**src/rtl/program_loader.sv**
```systemverilog
// Byte-stream instruction loader: assembles high/low bytes into words and writes them to instruction memory.
// Optional checksum byte after the last word is enabled with `define PROGRAM_LOADER_CHECKSUM_EN.
module program_loader #(
    parameter int ADDR_WIDTH = 4,
    parameter int DATA_WIDTH = 16,
    parameter int BYTE_WIDTH = 8
) (
    input  logic                  clk,
    input  logic                  reset_n,
    input  logic                  start,
    input  logic [BYTE_WIDTH-1:0] in_data,
    input  logic                  in_valid,
    output logic                  in_ready,
    output logic                  mem_write_enable,
    output logic [ADDR_WIDTH-1:0] mem_write_address,
    output logic [DATA_WIDTH-1:0] mem_write_data,
    output logic                  cpu_hold,
    output logic                  done,
    output logic                  error,
    output logic [ADDR_WIDTH:0]   word_count
);

    localparam int MAX_WORDS = 2 ** ADDR_WIDTH;
    localparam logic [ADDR_WIDTH:0] COUNT_ONE = {{ADDR_WIDTH{1'b0}}, 1'b1};

    typedef enum logic [2:0] {
        S_IDLE,
        S_LEN,
        S_HI,
        S_LO,
`ifdef PROGRAM_LOADER_CHECKSUM_EN
        S_CHK,
`endif
        S_DONE,
        S_ERR
    } state_t;

    state_t                state;
    logic [BYTE_WIDTH-1:0] hi_byte;
    logic [ADDR_WIDTH:0]   word_len;
    logic [ADDR_WIDTH:0]   next_count;
    logic                  accept;
    logic                  bad_length;
`ifdef PROGRAM_LOADER_CHECKSUM_EN
    logic [BYTE_WIDTH-1:0] checksum;
`endif

    // Readiness depends on state only, so a byte is never taken outside a session.
    always_comb begin
        in_ready = 1'b0;
        case (state)
            S_LEN, S_HI, S_LO: in_ready = 1'b1;
`ifdef PROGRAM_LOADER_CHECKSUM_EN
            S_CHK:             in_ready = 1'b1;
`endif
            default:           in_ready = 1'b0;
        endcase
    end

    assign accept     = in_valid && in_ready;
    assign next_count = word_count + COUNT_ONE;
    assign bad_length = (in_data == '0) || (int'(in_data) > MAX_WORDS);

    always_ff @(posedge clk) begin
        if (!reset_n) begin
            state             <= S_IDLE;
            hi_byte           <= '0;
            word_len          <= '0;
            mem_write_enable  <= 1'b0;
            mem_write_address <= '0;
            mem_write_data    <= '0;
            cpu_hold          <= 1'b0;
            done              <= 1'b0;
            error             <= 1'b0;
            word_count        <= '0;
`ifdef PROGRAM_LOADER_CHECKSUM_EN
            checksum          <= '0;
`endif
        end else begin
            mem_write_enable <= 1'b0;
            case (state)
                S_IDLE, S_DONE, S_ERR: begin
                    if (start) begin
                        state      <= S_LEN;
                        done       <= 1'b0;
                        error      <= 1'b0;
                        word_count <= '0;
                        cpu_hold   <= 1'b1;
`ifdef PROGRAM_LOADER_CHECKSUM_EN
                        checksum   <= '0;
`endif
                    end
                end
                S_LEN: begin
                    if (accept) begin
`ifdef PROGRAM_LOADER_CHECKSUM_EN
                        checksum <= in_data;
`endif
                        if (bad_length) begin
                            state <= S_ERR;
                            error <= 1'b1;
                        end else begin
                            word_len <= in_data[ADDR_WIDTH:0];
                            state    <= S_HI;
                        end
                    end
                end
                S_HI: begin
                    if (accept) begin
                        hi_byte <= in_data;
                        state   <= S_LO;
`ifdef PROGRAM_LOADER_CHECKSUM_EN
                        checksum <= checksum + in_data;
`endif
                    end
                end
                S_LO: begin
                    // The strobe and the counter step land together; the next HI byte may be taken in that same cycle.
                    if (accept) begin
                        mem_write_enable  <= 1'b1;
                        mem_write_address <= word_count[ADDR_WIDTH-1:0];
                        mem_write_data    <= {hi_byte, in_data};
                        word_count        <= next_count;
`ifdef PROGRAM_LOADER_CHECKSUM_EN
                        checksum          <= checksum + in_data;
`endif
                        if (next_count == word_len) begin
`ifdef PROGRAM_LOADER_CHECKSUM_EN
                            state    <= S_CHK;
`else
                            state    <= S_DONE;
                            done     <= 1'b1;
                            cpu_hold <= 1'b0;
`endif
                        end else begin
                            state <= S_HI;
                        end
                    end
                end
`ifdef PROGRAM_LOADER_CHECKSUM_EN
                S_CHK: begin
                    if (accept) begin
                        if (in_data == checksum) begin
                            state    <= S_DONE;
                            done     <= 1'b1;
                            cpu_hold <= 1'b0;
                        end else begin
                            state <= S_ERR;
                            error <= 1'b1;
                        end
                    end
                end
`endif
                default: state <= S_IDLE;
            endcase
        end
    end

endmodule

```
**config.mk**
```make
export PLATFORM = sky130hd
export DESIGN_NAME = program_loader
export DESIGN_NICKNAME = d
export VERILOG_FILES = /design/src/rtl/program_loader.sv
export SDC_FILE = /design/constraint.sdc
export NUM_CORES = 1
export LEC_CHECK = 0
export CELL_PAD_IN_SITES_DETAIL_PLACEMENT = 1
export CELL_PAD_IN_SITES_GLOBAL_PLACEMENT = 1
export CORE_UTILIZATION = 34
export CTS_BUF_LIST = sky130_fd_sc_hd__clkbuf_4
export DETAILED_ROUTE_END_ITERATION = 10
export PLACE_DENSITY_LB_ADDON = 0.1
export SETUP_SLACK_MARGIN = 0.05
export SLEW_MARGIN = 5
export SYNTH_ARGS = -nofsm -noshare
export SYNTH_HDL_FRONTEND = slang
export SYNTH_SLANG_ARGS = --single-unit
```
**constraint.sdc**
```tcl
create_clock -name clk -period 1.7 [get_ports clk]
set_input_delay 0.51 -clock clk [delete_from_list [all_inputs] [get_ports clk]]
set_output_delay 0.51 -clock clk [all_outputs]
set_load 0.05 [all_outputs]
```
==> impl_metrics.csv, run 1 <==
group,metric,value,unit
status,status,"completed",
global_routing,grt_max_degree,16,
global_routing,grt_pass1_vias,1892,
global_routing,antenna_found_initial,0,
sta,max_freq,628,MHz
setup_path,critPathMaxFanout,6,
floorplan,core,0.00524,mm^2
cts,cts.reportedPaths.clkPinSlew,140,ps
worst_hold_path,min_path_type,"flop to flop",
routing,highest_layer,"met4",
floorplan,die_w,76.6,um
sta,worst_slew_pin_slew,327,ps
logic_synthesis,async_reset_ff_frac,0,
sta,rsz0062_at_grt,"no",
floorplan,initial_utilization,0.361,
logic_synthesis,ys_seq_elements,45,
setup_path,worst_setup_path_end_kind,"output pin",
finish,diodes,0,
place,gp_congestion,0.803,
cts,htree_levels,2,
sta,fin_crit_sh,0.937,
setup_path,crit_arrival,1080,ps
setup_path,reg2reg_from,"word_count[0]$_SDFFE_PN0P_",
place,io_buffers,41,
cts,cts_hold_buf,0,
logic_synthesis,synthesis.area,0.00189,mm^2
global_routing,grt_pass1_wl,9690,um
logic_synthesis,synth_seq_area_share,0.476,
floorplan,die_h,76.6,um
setup_path,crit_required,1190,ps
logic_synthesis,synth_ff_type,"dfxtp_1",
finish,n_fill_cell,587,
routing,drt_iter0_markers,94,
finish,final_area,0.00307,mm^2
setup_path,r2r_end,"state[1]$_SDFFE_PN0P_",
power_and_ir_drop,power.density,602,mW/mm^2
finish,drive_gt1_frac,0.330,
worst_hold_path,whs_path_depth,2,
sta,slew_headroom,0.781,
job,maxCapViolations,0,
routing,drc,0,
cts,clock_latency,360,ps
sta,period_minus_slack,1590,ps
routing,first_pass_iters,4,
cts,cts_buffer_depth,2,
power_and_ir_drop,peakVddDrop,0.383,mV
finish,nNetsFinal,321,
worst_hold_path,hold_path_end,"mem_write_data[14]$_SDFFE_PN0P_",
routing,drt_wl_total,5670,um
routing,wl_met2,2780,um
cts,root_buffer,"clkbuf_4",
floorplan,die-area,0.00587,mm^2
routing,avgViaCountPerCell,4.94,
floorplan,io_pins,42,
routing,dr_wl_met3,117,um
sta,setup_viol_count_final,0,
cts,cts_sinks,45,
logic_synthesis,synth_edf_count,0,
worst_hold_path,worstHoldStart,"hi_byte[6]$_SDFFE_PN0P_",
cts,cts_buffers,5,
routing,ant_nets,0,
logic_synthesis,synth.distinct_cells,40,
logic_synthesis,synthesis.nets,246,
setup_path,path_class,"flop to output pin",
sta,fin_skew,11.2,ps
global_routing,grt_util_all_layers,0.209,
setup_path,r2r_cells,5,
cts,cts_tree,"yes",
power_and_ir_drop,leakage,1.18,nW
global_routing,grt_overflow,0,
floorplan,fp-row-count,26,
sta,maxSlewViolCount,0,
sta,hold_violations,0,
power_and_ir_drop,power,0.00185,W
logic_synthesis,netlist_instances,233,
place,dp_hpwl,4190,um
place,placed_cell_area,0.00290,mm^2
logic_synthesis,yosysWarnings,0,
routing,wl_per_cell,15.0,um
finish,syn_to_final_growth,62.1,%
setup_path,ff2ff_setup_slack,140,ps
setup_path,start_kind,"flop",
routing,route.vias.total,1872,
routing,drt-met1-wl,2720,um
logic_synthesis,postSynthAreaPerCell,8.12,um^2
## final cells by class
cell class | count | area [um^2] | area share
flip-flops and latches | 45 | 917 | 0.299
clock inverters | 3 | 22.5 | 0.00734
clock buffers | 5 | 37.5 | 0.0122
well taps | 70 | 87.6 | 0.0286
inverters | 3 | 11.3 | 0.00367
repair buffers | 81 | 1020 | 0.333
multi-input cells | 172 | 971 | 0.317
## registers in the layout (all words and copies together) (netlist names)
name	cells
word_count	5
mem_write_address	4
hi_byte	8
state	3
mem_write_enable	1
word_len	5
done	1
mem_write_data	16
cpu_hold	1
error	1
## cells in the mapped netlist, drive strengths merged (2+ instances only)
cell,count,share of area
inv,3,0.0060
o21ai,11,0.029
nand3,8,0.021
nor2b,2,0.0066
nand3b,2,0.0079
xor2,2,0.0093
nand2,64,0.13
a21oi,43,0.12
dfxtp,45,0.48
nand4b,2,0.013
or3,3,0.0099
clkbuf,6,0.013
xnor2,4,0.019
nor3,2,0.011
nor4,2,0.015
nor2,9,0.018
buf,7,0.019
## cell families (layout without fill, tap and decap cells)
group,Yosys count,after routing,share of synthesized area
XOR/XNOR,6,6,0.0278
buffers and inverters,16,92,0.0370
adder cells (fa/ha/maj),1,1,0.00661
AND/OR/NAND/NOR,100,100,0.253
multiplexers,2,2,0.0132
AO/OA/AOI/OAI,63,63,0.187
flip-flops,45,45,0.476
## metrics by stage
stage	cells	util	hold WS, ps	TNS [ps]	worst slack (ps)
detailed placement	366	0.554	445	-11110	-493
CTS	374	0.570	464	0	25.9
global placement	366	0.554	441	-9890	-448
floorplan	233	-	432	0	13.2
finish	379	0.586	461	0	107
global route	379	0.586	488	0	54.4
## power breakdown
group / leakage [nW] / total, W / internal [W] / switching (W)
combinational: 0.789 / 0.000236 / 0.000117 / 0.000119
clock: 0.0234 / 0.000534 / 0.000160 / 0.000373
sequential: 0.367 / 0.00108 / 0.00106 / 0.0000148
total: 1.18 / 0.00185 / 0.00134 / 0.000507
## cells in the final DEF (no fill, tap or decap), types with 4 or more instances in the layout
master | synthesis | layout
a21oi_1 | 42 | 42
buf_12 | 0 | 30
buf_4 | 0 | 39
clkbuf_4 | 0 | 5
dfxtp_1 | 45 | 38
dfxtp_2 | 0 | 4
dlygate4sd2_1 | 0 | 4
dlymetal6s2s_1 | 0 | 4
nand2_1 | 64 | 64
nand3_1 | 8 | 8
nor2_1 | 9 | 7
o21ai_0 | 10 | 9
xnor2_1 | 4 | 4
## worst max-delay path, cell delays in order, from the launching register on
cell and delay, ps:
dfxtp_4 420, nor2_4 50, nor2_4 120, buf_12 140
## worst max-delay path by stage
stage,start,to,depth (start not counted)
after floorplan,word_count[2]$_SDFFE_PN0P_,state[1]$_SDFFE_PN0P_,5
after global placement,in_data[1],state[1]$_SDFFE_PN0P_,5
after detailed placement,in_data[1],state[1]$_SDFFE_PN0P_,5
after CTS,state[1]$_SDFFE_PN0P_,in_ready,3
after global routing,in_data[2],state[1]$_SDFFE_PN0P_,5
final,state[1]$_SDFFE_PN0P_,in_ready,3
## metal layers
layer | up-vias | GRT usage
met2 | 26 | 0.345
met1 | 891 | 0.275
li1 | 951 | -
met5 | - | 0
met3 | 4 | 0.0335
met4 | 0 | 0.0692
## what timing repair did
action,CTS,global route
gates resized for setup,15,15
setup endpoints to repair,12,19
pin swaps,2,4
buffers inserted,0,5
No activity file was read; power rests on OpenSTA's default activity.
==> run 2, diff against run 1 <==
- CORE_UTILIZATION: 34 -> 33
- CTS_BUF_LIST: sky130_fd_sc_hd__clkbuf_4 -> sky130_fd_sc_hd__clkbuf_4 sky130_fd_sc_hd__clkbuf_8 sky130_fd_sc_hd__clkbuf_16
==> impl_metrics.csv, run 2 (synthesis results as in run 1) <==
group,metric,value,unit
sta,worst_slack,122,ps
cts,cts_buffers,5,
finish,final_common_cell,"nand2_1",
sta,rsz0062_at_grt,"no",
setup_path,crit_arrival,1780,ps
routing,wl_per_cell,14.7,um
global_routing,grt_pass1_vias,1890,
status,status,"completed",
finish,final_cell_mix,"nand2_1, a21oi_1, dfxtp_1",
sta,period_minus_slack,1580,ps
place,gp_congestion,0.777,
cts,cts_tree,"yes",
finish,syn_to_final_growth,63.2,%
floorplan,die-area,0.00604,mm^2
setup_path,start_kind,"input pin",
power_and_ir_drop,power.density,694,mW/mm^2
finish,reg_top3,"mem_write_data: 16 flops, hi_byte: 8 flops",
routing,route.vias.total,1893,
sta,fin_crit_sh,0.928,
routing,drc,0,
floorplan,io_pins,42,
finish,regMostFlops,"mem_write_data",
global_routing,grt_overflow,0,
finish,nNetsFinal,318,
setup_path,critPathMaxFanout,5,
sta,slew_headroom,0.794,
setup_path,worst_setup_path_end_kind,"flop",
cts,htree_levels,2,
cts,cts_sinks,45,
power_and_ir_drop,peakVddDrop,0.460,mV
routing,avgViaCountPerCell,5.01,
routing,drt_wl_total,5570,um
sta,worst_slew_pin_slew,307,ps
floorplan,die_w,77.7,um
floorplan,initial_utilization,0.344,
place,dp_hpwl,4140,um
power_and_ir_drop,power,0.00214,W
routing,first_pass_iters,4,
sta,max_freq,634,MHz
cts,cts_hold_buf,0,
place,dpl_worst_slack,-498,ps
global_routing,grt_max_degree,22,
sta,hold_ws,447,ps
floorplan,fp-row-count,27,
global_routing,grt_util_all_layers,0.199,
routing,ant_nets,0,
finish,largest_reg_flops,16,
cts,clock_latency,310,ps
finish,drive_gt1_frac,0.320,
setup_path,crit_required,1900,ps
cts,cts_buffer_depth,2,
power_and_ir_drop,leakage,1.18,nW
job,maxCapViolations,0,
global_routing,grt_pass1_wl,9250,um
place,io_buffers,41,
sta,hold_violations,0,
floorplan,die_h,77.7,um
finish,n_fill_cell,641,
worst_hold_path,min_path_type,"flop to flop",
routing,drt_iter0_markers,57,
global_routing,antenna_found_initial,0,
cts,cts.reportedPaths.clkPinSlew,90,ps
sta,setup_viol_count_final,0,
setup_path,path_class,"input pin to flop",
floorplan,core,0.00551,mm^2
sta,fin_skew,11.9,ps
cts,root_buffer,"clkbuf_8",
finish,diodes,0,
sta,maxSlewViolCount,0,
==> run 2: cell count changes in the layout (fill, tap and decap cells not counted), sizes merged <==
cell / before / now
dlygate4sd2: 4 / 6
clkbuf: 5 / 7
clkinv: 0 / 1
clkinvlp: 3 / 0
bufinv: 0 / 1
buf: 70 / 67
dlymetal6s2s: 4 / 1
==> run 2: final cells by class <==
| cell class | count | area, um^2 | area share |
|---|---|---|---|
| clock inverter | 2 | 38.8 | 0.0126 |
| timing repair buffer | 78 | 996 | 0.323 |
| multi-input combinational | 172 | 962 | 0.312 |
| tap | 72 | 90.1 | 0.0292 |
| inverter | 3 | 11.3 | 0.00365 |
| sequential | 45 | 912 | 0.296 |
| clock buffer | 6 | 76.3 | 0.0247 |
==> run 2: worst max-delay path, cell delays in order <==
cell           delay [ps]
dlygate4sd2_1         280
nor4_4                310
buf_4                 180
mux2_4                320
nand3_1               100
a21oi_1                80
==> run 2: metrics by stage <==
step           setup TNS [ps]  cell area (um^2)  cells   util
6_report                    0              3090    378  0.561
5_1_grt                     0              3090    378  0.561
4_1_cts                     0              3050    375  0.554
3_5_place_dp           -10270              2910    367  0.528
3_3_place_gp            -9420              2910    367  0.528
2_1_floorplan               0              1900    233      -
==> run 2: what timing repair did <==
item / CTS / global route
endpoints found under the setup margin: 12 / 13
cloned: 0 / 0
buffers inserted: 0 / 3
pin swaps: 2 / 4
resized for setup: 19 / 9
==> run 2: where the power goes <==
group          switching [W]  internal [W]  leakage, nW
Combinational       0.000116      0.000111        0.755
Sequential         0.0000135       0.00106        0.366
Clock               0.000384      0.000458       0.0588
==> run 2: metal layers <==
layer / wire, um / global-route usage / part of all wire
met2: 2870 / 0.343 / 0.52
met4: 97 / 0.0849 / 0.017
met3: 117 / 0.0329 / 0.021
met5: 0 / 0 / 0
met1: 2490 / 0.244 / 0.45
==> run 2: worst paths after layout <==
path / slack (ps) / end / cells past startpoint / startpoint
max: 120 / word_len[4]$_SDFFE_PN0P_ / 6 / in_data[3]
min: 450 / mem_write_data[12]$_SDFFE_PN0P_ / 2 / hi_byte[4]$_SDFFE_PN0P_
max reg2reg: 140 / state[1]$_SDFFE_PN0P_ / 5 / word_count[0]$_SDFFE_PN0P_
min reg2reg: 450 / mem_write_data[12]$_SDFFE_PN0P_ / 2 / hi_byte[4]$_SDFFE_PN0P_
